<file path="src/rtl/lcd_frame_packetizer_if.sv">
// Pixel-stream and FIFO-write signal bundle for the LCD frame packetizer.
// master = pixel source / FIFO side, slave = packetizer.
interface lcd_frame_packetizer_if;
    logic        pix_valid;
    logic        pix_sof;
    logic [15:0] pix_data;
    logic        pix_ready;
    logic        queue_full;
    logic        queue_wr_en;
    logic [16:0] queue_data;

    modport master (
        output pix_valid, pix_sof, pix_data, queue_full,
        input  pix_ready, queue_wr_en, queue_data
    );

    modport slave (
        input  pix_valid, pix_sof, pix_data, queue_full,
        output pix_ready, queue_wr_en, queue_data
    );
endinterface

</file>
<file path="src/rtl/lcd_frame_packetizer.sv">
// Frames an RGB565 pixel stream into marker-delimited 17-bit words for the LCD pixel queue,
// resynchronising on a mid-frame start-of-frame and dropping pixels outside a frame.
module lcd_frame_packetizer #(
    parameter int          WIDTH            = 480,
    parameter int          HEIGHT           = 272,
    parameter logic [16:0] MARK_FRAME_START = 17'h10000,
    parameter logic [16:0] MARK_ROW_START   = 17'h10001,
    parameter logic [16:0] MARK_FRAME_END   = 17'h1FFFF
) (
    input  logic                   clk,
    input  logic                   reset_n,
    lcd_frame_packetizer_if.slave  bus,
    output logic [15:0]            frame_count,
    output logic                   resync_err
);

    typedef enum logic [2:0] {
        WAIT_SOF    = 3'd0,
        EMIT_FSTART = 3'd1,
        EMIT_RSTART = 3'd2,
        PIXELS      = 3'd3,
        EMIT_FEND   = 3'd4
    } state_t;

    localparam logic [10:0] COL_LAST = 11'(WIDTH - 1);
    localparam logic [10:0] ROW_LAST = 11'(HEIGHT - 1);

    state_t      state_r;
    logic        out_valid_r;
    logic [16:0] out_data_r;
    logic [10:0] col_r;
    logic [10:0] row_r;
    logic [15:0] frame_count_r;
    logic        resync_err_r;
    logic        abort_r;
    logic        ready_en_r;

    logic        slot_free_s;
    logic        wr_s;
    logic        first_s;
    logic        ready_s;
    logic        accept_s;
    logic        sof_hit_s;

    // Slot availability, pixel handshake and mid-frame SOF detection.
    always_comb begin
        slot_free_s = !out_valid_r || !bus.queue_full;
        wr_s        = out_valid_r && !bus.queue_full;
        first_s     = (row_r == 11'd0) && (col_r == 11'd0);
        ready_s     = 1'b0;
        case (state_r)
            WAIT_SOF: ready_s = slot_free_s && !bus.pix_sof;
            PIXELS:   ready_s = slot_free_s && !(bus.pix_sof && !first_s);
            default:  ready_s = 1'b0;
        endcase
        // ready_en_r keeps pix_ready low while in and just out of reset
        if (!ready_en_r) begin
            ready_s = 1'b0;
        end else begin
            ready_s = ready_s;
        end
        accept_s  = bus.pix_valid && ready_s;
        sof_hit_s = (state_r == PIXELS) && bus.pix_valid && bus.pix_sof
                    && !first_s && slot_free_s;
    end

    assign bus.pix_ready   = ready_s;
    assign bus.queue_wr_en = wr_s;
    assign bus.queue_data  = out_data_r;
    assign frame_count     = frame_count_r;
    assign resync_err      = resync_err_r;

    // Framing FSM with the one-entry output slot; a load in the same cycle as a write wins.
    always_ff @(posedge clk or negedge reset_n) begin
        if (!reset_n) begin
            state_r       <= WAIT_SOF;
            out_valid_r   <= 1'b0;
            out_data_r    <= 17'd0;
            col_r         <= 11'd0;
            row_r         <= 11'd0;
            frame_count_r <= 16'd0;
            resync_err_r  <= 1'b0;
            abort_r       <= 1'b0;
            ready_en_r    <= 1'b0;
        end else begin
            ready_en_r   <= 1'b1;
            resync_err_r <= 1'b0;
            if (wr_s) begin
                out_valid_r <= 1'b0;
            end
            case (state_r)
                WAIT_SOF: begin
                    if (bus.pix_valid && bus.pix_sof) begin
                        state_r <= EMIT_FSTART;
                    end
                end
                EMIT_FSTART: begin
                    if (slot_free_s) begin
                        out_valid_r <= 1'b1;
                        out_data_r  <= MARK_FRAME_START;
                        row_r       <= 11'd0;
                        state_r     <= EMIT_RSTART;
                    end
                end
                EMIT_RSTART: begin
                    if (slot_free_s) begin
                        out_valid_r <= 1'b1;
                        out_data_r  <= MARK_ROW_START;
                        col_r       <= 11'd0;
                        state_r     <= PIXELS;
                    end
                end
                PIXELS: begin
                    if (accept_s) begin
                        out_valid_r <= 1'b1;
                        out_data_r  <= {1'b0, bus.pix_data};
                        col_r       <= col_r + 11'd1;
                        if (col_r == COL_LAST) begin
                            if (row_r == ROW_LAST) begin
                                state_r <= EMIT_FEND;
                            end else begin
                                row_r   <= row_r + 11'd1;
                                state_r <= EMIT_RSTART;
                            end
                        end
                    end else if (sof_hit_s) begin
                        // leave the SOF pixel pending; it opens the next frame
                        resync_err_r <= 1'b1;
                        abort_r      <= 1'b1;
                        state_r      <= EMIT_FEND;
                    end
                end
                EMIT_FEND: begin
                    if (slot_free_s) begin
                        out_valid_r <= 1'b1;
                        out_data_r  <= MARK_FRAME_END;
                        if (abort_r) begin
                            abort_r <= 1'b0;
                            state_r <= EMIT_FSTART;
                        end else begin
                            frame_count_r <= frame_count_r + 16'd1;
                            state_r       <= WAIT_SOF;
                        end
                    end
                end
                default: begin
                    state_r <= WAIT_SOF;
                end
            endcase
        end
    end

endmodule

</file>
<file path="src/flat_wrapper.sv">
// flat-port wrapper written by rule: the top's interface ports become plain ports
module lcd_frame_packetizer_flat 
#(
    parameter int          WIDTH            = 480,
    parameter int          HEIGHT           = 272,
    parameter logic [16:0] MARK_FRAME_START = 17'h10000,
    parameter logic [16:0] MARK_ROW_START   = 17'h10001,
    parameter logic [16:0] MARK_FRAME_END   = 17'h1FFFF
)
  (clk, reset_n, frame_count, resync_err, bus_pix_valid, bus_pix_sof, bus_pix_data, bus_queue_full, bus_pix_ready, bus_queue_wr_en, bus_queue_data);
  lcd_frame_packetizer_if bus_i ();
  input  logic clk;
  input  logic reset_n;
  output logic [15:0] frame_count;
  output logic resync_err;
  input wire logic [$bits(bus_i.pix_valid)-1:0] bus_pix_valid;
  input wire logic [$bits(bus_i.pix_sof)-1:0] bus_pix_sof;
  input wire logic [$bits(bus_i.pix_data)-1:0] bus_pix_data;
  input wire logic [$bits(bus_i.queue_full)-1:0] bus_queue_full;
  output wire logic [$bits(bus_i.pix_ready)-1:0] bus_pix_ready;
  output wire logic [$bits(bus_i.queue_wr_en)-1:0] bus_queue_wr_en;
  output wire logic [$bits(bus_i.queue_data)-1:0] bus_queue_data;
  assign bus_i.pix_valid = bus_pix_valid;
  assign bus_i.pix_sof = bus_pix_sof;
  assign bus_i.pix_data = bus_pix_data;
  assign bus_i.queue_full = bus_queue_full;
  assign bus_pix_ready = bus_i.pix_ready;
  assign bus_queue_wr_en = bus_i.queue_wr_en;
  assign bus_queue_data = bus_i.queue_data;
  lcd_frame_packetizer #(.WIDTH(WIDTH), .HEIGHT(HEIGHT), .MARK_FRAME_START(MARK_FRAME_START), .MARK_ROW_START(MARK_ROW_START), .MARK_FRAME_END(MARK_FRAME_END)) u_core (.clk(clk), .reset_n(reset_n), .bus(bus_i), .frame_count(frame_count), .resync_err(resync_err));
endmodule
</file>
<file path="config.mk">
export PLATFORM = sky130hd
export DESIGN_NAME = lcd_frame_packetizer_flat
export DESIGN_NICKNAME = d
export VERILOG_FILES = /design/src/rtl/lcd_frame_packetizer_if.sv /design/src/rtl/lcd_frame_packetizer.sv /design/src/flat_wrapper.sv
export SDC_FILE = /design/constraint.sdc
export NUM_CORES = 1
export LEC_CHECK = 0
export ABC_AREA = 1
export CAP_MARGIN = 20
export CORE_MARGIN = 2
export CORE_UTILIZATION = 47
export CTS_CLUSTER_DIAMETER = 30
export DETAILED_ROUTE_END_ITERATION = 10
export HOLD_SLACK_MARGIN = 0.02
export PLACE_DENSITY = 0.77
export SLEW_MARGIN = 15
export SYNTH_ARGS = -nofsm -noshare
export SYNTH_HDL_FRONTEND = slang
export SYNTH_SLANG_ARGS = --single-unit
</file>
<file path="constraint.sdc">
create_clock -name clk -period 2.2 [get_ports clk]
set_input_delay 0.22 -clock clk [delete_from_list [all_inputs] [get_ports clk]]
set_output_delay 0.22 -clock clk [all_outputs]
set_load 0.005 [all_outputs]
</file>
==> flow_summary.yaml <==
critical_path:
  path_cells: "or2_1 > nor2_4 > nand4_2 > buf_4 > nand2_2 > nand3_4 > nand2_4 > nand3_2 > nand2_1 > nand2_1"
  cp_data_arrival_time_ns: 2.32
  r2r-start: "u_core.row_r[4]"
  crit_path_frequent_cell: "sky130_fd_sc_hd__nand2_1"
  sum_of_buffers_and_inverters_on_the_critical_path: 1
  critical_path_class: "reg -> reg"
  end_kind: "register"
  crit_fanout: 13
  cp_required_ns: 2.43
  worst_setup_path_startpoint: "u_core.row_r[4]"
  worstSetupStartpointType: "register"
  timing.critical_path.max_delay_family: "simple AND/OR/NAND/NOR gates"
  timing.critical_path.slowest_cell_delay_ns: 0.42
  crit_path_top_delay_cell: "sky130_fd_sc_hd__dfrtp_1"
timing:
  fin_crit_sh: 0.9498
  rsz0062_at_grt: "yes"
  fmax_achieved_ghz: 0.4786
  time_the_worst_path_needs_with_i_o_delays_and_setup_ns: 2.090
  final-setup-viol-count: 0
  worst_max_slew_pin_slew_ns: 0.6246
  fin_skew_ns: 0.008611
  finalHoldViolations: 0
  finalMaxSlewViolations: 0
  slew_headroom: 0.5836
global_route:
  grt_pass1_vias: 3344
  grt_max_degree: 37
  overflow: 0
  antenna_violations_before_repair: 0
  grt_first_pass_wirelength_mm: 14.96
  grtUsageTotal: 0.2202
power:
  cellLeakagePower_nw: 2.272
  power-per-cell-area_nw_per_um2: 993.1
  irDropWorstVdd_uv: 531.9
flow_run:
  timing.max_cap.violations: 0
placed_design:
  numPortBuffers: 56
  dp.cells: 617
  gp_congestion: 0.8755
  post_detailed_placement_cell_area_um2: 4299
  dp_hpwl_mm: 5.967
floorplan:
  initial_core_util: 0.4771
  chipHeight_um: 91.88
  design.core.area_um2: 7607
  design.die.area_um2: 8442
  io-pin-count: 57
  number_of_cell_rows: 32
  die_x_um: 91.88
clock_tree:
  clkLatencyLatePin_ns: 0.34
  numCtsBuffers: 9
  clockRootBuffer: "sky130_fd_sc_hd__clkbuf_8"
  cts_num_sinks: 62
  clk_pin_slew_ns: 0.07
  clock_tree_from_tritoncts: "done"
  cts.htree.levels: 3
  clockBufferDepth: 2
drt:
  route.vias.total: 3396
  routedWlPerCell_um: 13.58
  avgViaCountPerCell: 5.290
  route.detailed.drc: 0
  route.top_layer_used: "met4"
  drt.antenna.violating_nets: 0
  drt_first_pass_iters: 5
  dr_wl_met3_um: 731
  route.layer.met1.wl_mm: 3.742
  met2RoutedLength_mm: 4.089
  drtIter0Drc: 255
  routed_wl_mm: 8.721
synthesis:
  synthesized_area_fraction_occupied_by_ao_oa_aoi_and_oai_cells: 0.03757
  syn-mean-instance-area_um2: 7.789
  post_synth_xor_xnor_area: 0.06032
  mappedNetlistArea_um2: 3630
  synth_top_family_by_area: "simple AND/OR/NAND/NOR gates"
  synth_top_cell_by_area: "sky130_fd_sc_hd__dfrtp_1"
  yosys-mux-area-fraction: 0
  synthCells: 466
  yosysWarnings: 0
  yosysSeqAreaShare: 0.4274
  synth.top_cells.by_area: "sky130_fd_sc_hd__dfrtp_1 (43%), sky130_fd_sc_hd__nand2_1 (16%), sky130_fd_sc_hd__nand4_1 (6.0%), sky130_fd_sc_hd__nand3_1 (4.8%), sky130_fd_sc_hd__nor2_1 (4.8%)"
  synth_fa_ha_area_frac: 0.01724
  synth.lib_cells_used.distinct: 40
  yosys_register_bits: 62
  synth_nets: 492
  yosysTopAreaCellShare: 0.4274
  simple_gate_portion_of_the_synthesized_area: 0.3906
layout:
  fraction_of_final_layout_cells_with_drive_strength_greater_than_1: 0.1222
  flow.area_growth_from_synthesis_pct: 26.61
  instances_no_fill: 642
  final.fill_count: 660
  layout.nets: 562
  inserted_diodes: 0
  final_design_area_no_fill_um2: 4596
min_path:
  hp-class: "in -> async"
status:
  status: "complete, no violations"
-- routing by layer --
layer,global-route usage,up-vias
li1,-,1647
met1,0.2894,1578
met2,0.3450,153
met3,0.05916,18
met4,0.09204,0
met5,0,-
-- where the power goes --
group	switching (mW)	internal, mW	total (mW)	leakage (nW)
Clock	0.437	0.544	0.981	0.0952
Combinational	1.39	0.777	2.17	1.34
Sequential	0.118	1.30	1.42	0.842
Total	1.95	2.62	4.56	2.27
-- flip-flops by register name, indices dropped and copies added (netlist names) --
| register | flops |
|---|---|
| u_core.out_valid_r | 1 |
| u_core.row_r | 11 |
| u_core.abort_r | 1 |
| u_core.resync_err | 1 |
| u_core.ready_en_r | 1 |
| u_core.col_r | 11 |
| u_core.state_r | 3 |
| u_core.bus.queue_data | 17 |
| u_core.frame_count | 16 |
-- cells in the mapped netlist, drive strengths merged --
| cell | n |
|---|---|
| nand3 | 40 |
| nor3b | 3 |
| o21ai | 8 |
| inv | 33 |
| nor2 | 53 |
| o22ai | 1 |
| nand3b | 3 |
| clkbuf | 5 |
| xnor2 | 12 |
| or2 | 1 |
| dfrtp | 62 |
| nor3 | 9 |
| ha | 5 |
| nand4 | 36 |
| conb | 1 |
| clkinv | 1 |
| buf | 13 |
| nand2 | 155 |
| a21boi | 2 |
| a21oi | 9 |
| o21bai | 1 |
| xor2 | 13 |
-- final timing paths --
| path | endpoint | slack (ns) | cells past startpoint |
|---|---|---|---|
| max | u_core.row_r[7] | 0.11 | 10 |
| min | u_core.frame_count[14] | 0.43 | 2 |
| max reg2reg | u_core.row_r[7] | 0.11 | 10 |
| min reg2reg | u_core.frame_count[15] | 0.47 | 1 |
| max in group asynchronous | u_core.state_r[0] | 1.13 | 3 |
| min in group clk | u_core.frame_count[15] | 0.47 | 1 |
-- logic make-up (layout without fill, tap and decap cells) --
logic type / after synthesis / count (layout)
buffers and inverters: 52 / 126
other: 1 / 1
XOR/XNOR: 25 / 25
adder cells (fa/ha/maj): 5 / 5
AND/OR/NAND/NOR: 300 / 300
AO/OA/AOI/OAI: 21 / 21
flip-flops: 62 / 62
-- layout by cell type, fill, tap and decap left out, drive strengths merged, types with 3 or more instances in the layout --
cell	instances
nand3	40
clkdlybuf4s50	54
nand4	36
nor3	9
xnor2	12
xor2	13
buf	21
ha	5
clkbuf	11
nor2	53
inv	33
a21oi	9
nor3b	3
dfrtp	62
nand3b	3
clkinv	3
o21ai	8
nand2	155
-- timing repair --
item,CTS,global route
hold buffers,1,0
buffers inserted,9,0
endpoints found under the setup margin,1,28
pin swaps,4,0
endpoints found under the hold margin,26,0
resized for setup,7,1
-- area by class of cell --
cell class,instances,area (um^2),share of cell area
Sequential cell,62,1553,0.3379
Timing Repair Buffer,77,726.9,0.1582
Tap cell,102,127.6,0.02777
Multi-Input combinational cell,352,1869,0.4068
Inverter,34,130.1,0.02831
Clock buffer,11,141.4,0.03077
Clock inverter,4,47.55,0.01035
-- worst register-to-register path: stages, from the launching register on --
cell and delay, ns:
sky130_fd_sc_hd__dfrtp_1 0.42, sky130_fd_sc_hd__or2_1 0.26, sky130_fd_sc_hd__nor2_4 0.14, sky130_fd_sc_hd__nand4_2 0.17, sky130_fd_sc_hd__buf_4 0.17, sky130_fd_sc_hd__nand2_2 0.09
sky130_fd_sc_hd__nand3_4 0.10, sky130_fd_sc_hd__nand2_4 0.18, sky130_fd_sc_hd__nand3_2 0.25, sky130_fd_sc_hd__nand2_1 0.13, sky130_fd_sc_hd__nand2_1 0.06
-- per-stage QoR --
stage	total power, mW	TNS [ns]	utilization	hold slack (ns)	worst slack [ns]
6_report	4.564	0	0.6041	0.4269	0.1105
5_1_grt	4.874	-0.3784	0.6041	0.4816	-0.06439
4_1_cts	4.529	0	0.6031	0.4610	0.01674
3_5_place_dp	3.448	0	0.5651	0.2779	0.04941
3_3_place_gp	3.400	0	0.5651	0.2740	0.1547
2_1_floorplan	2.870	0	-	-0.07559	0.4069
(Power assumes the default switching activity.)
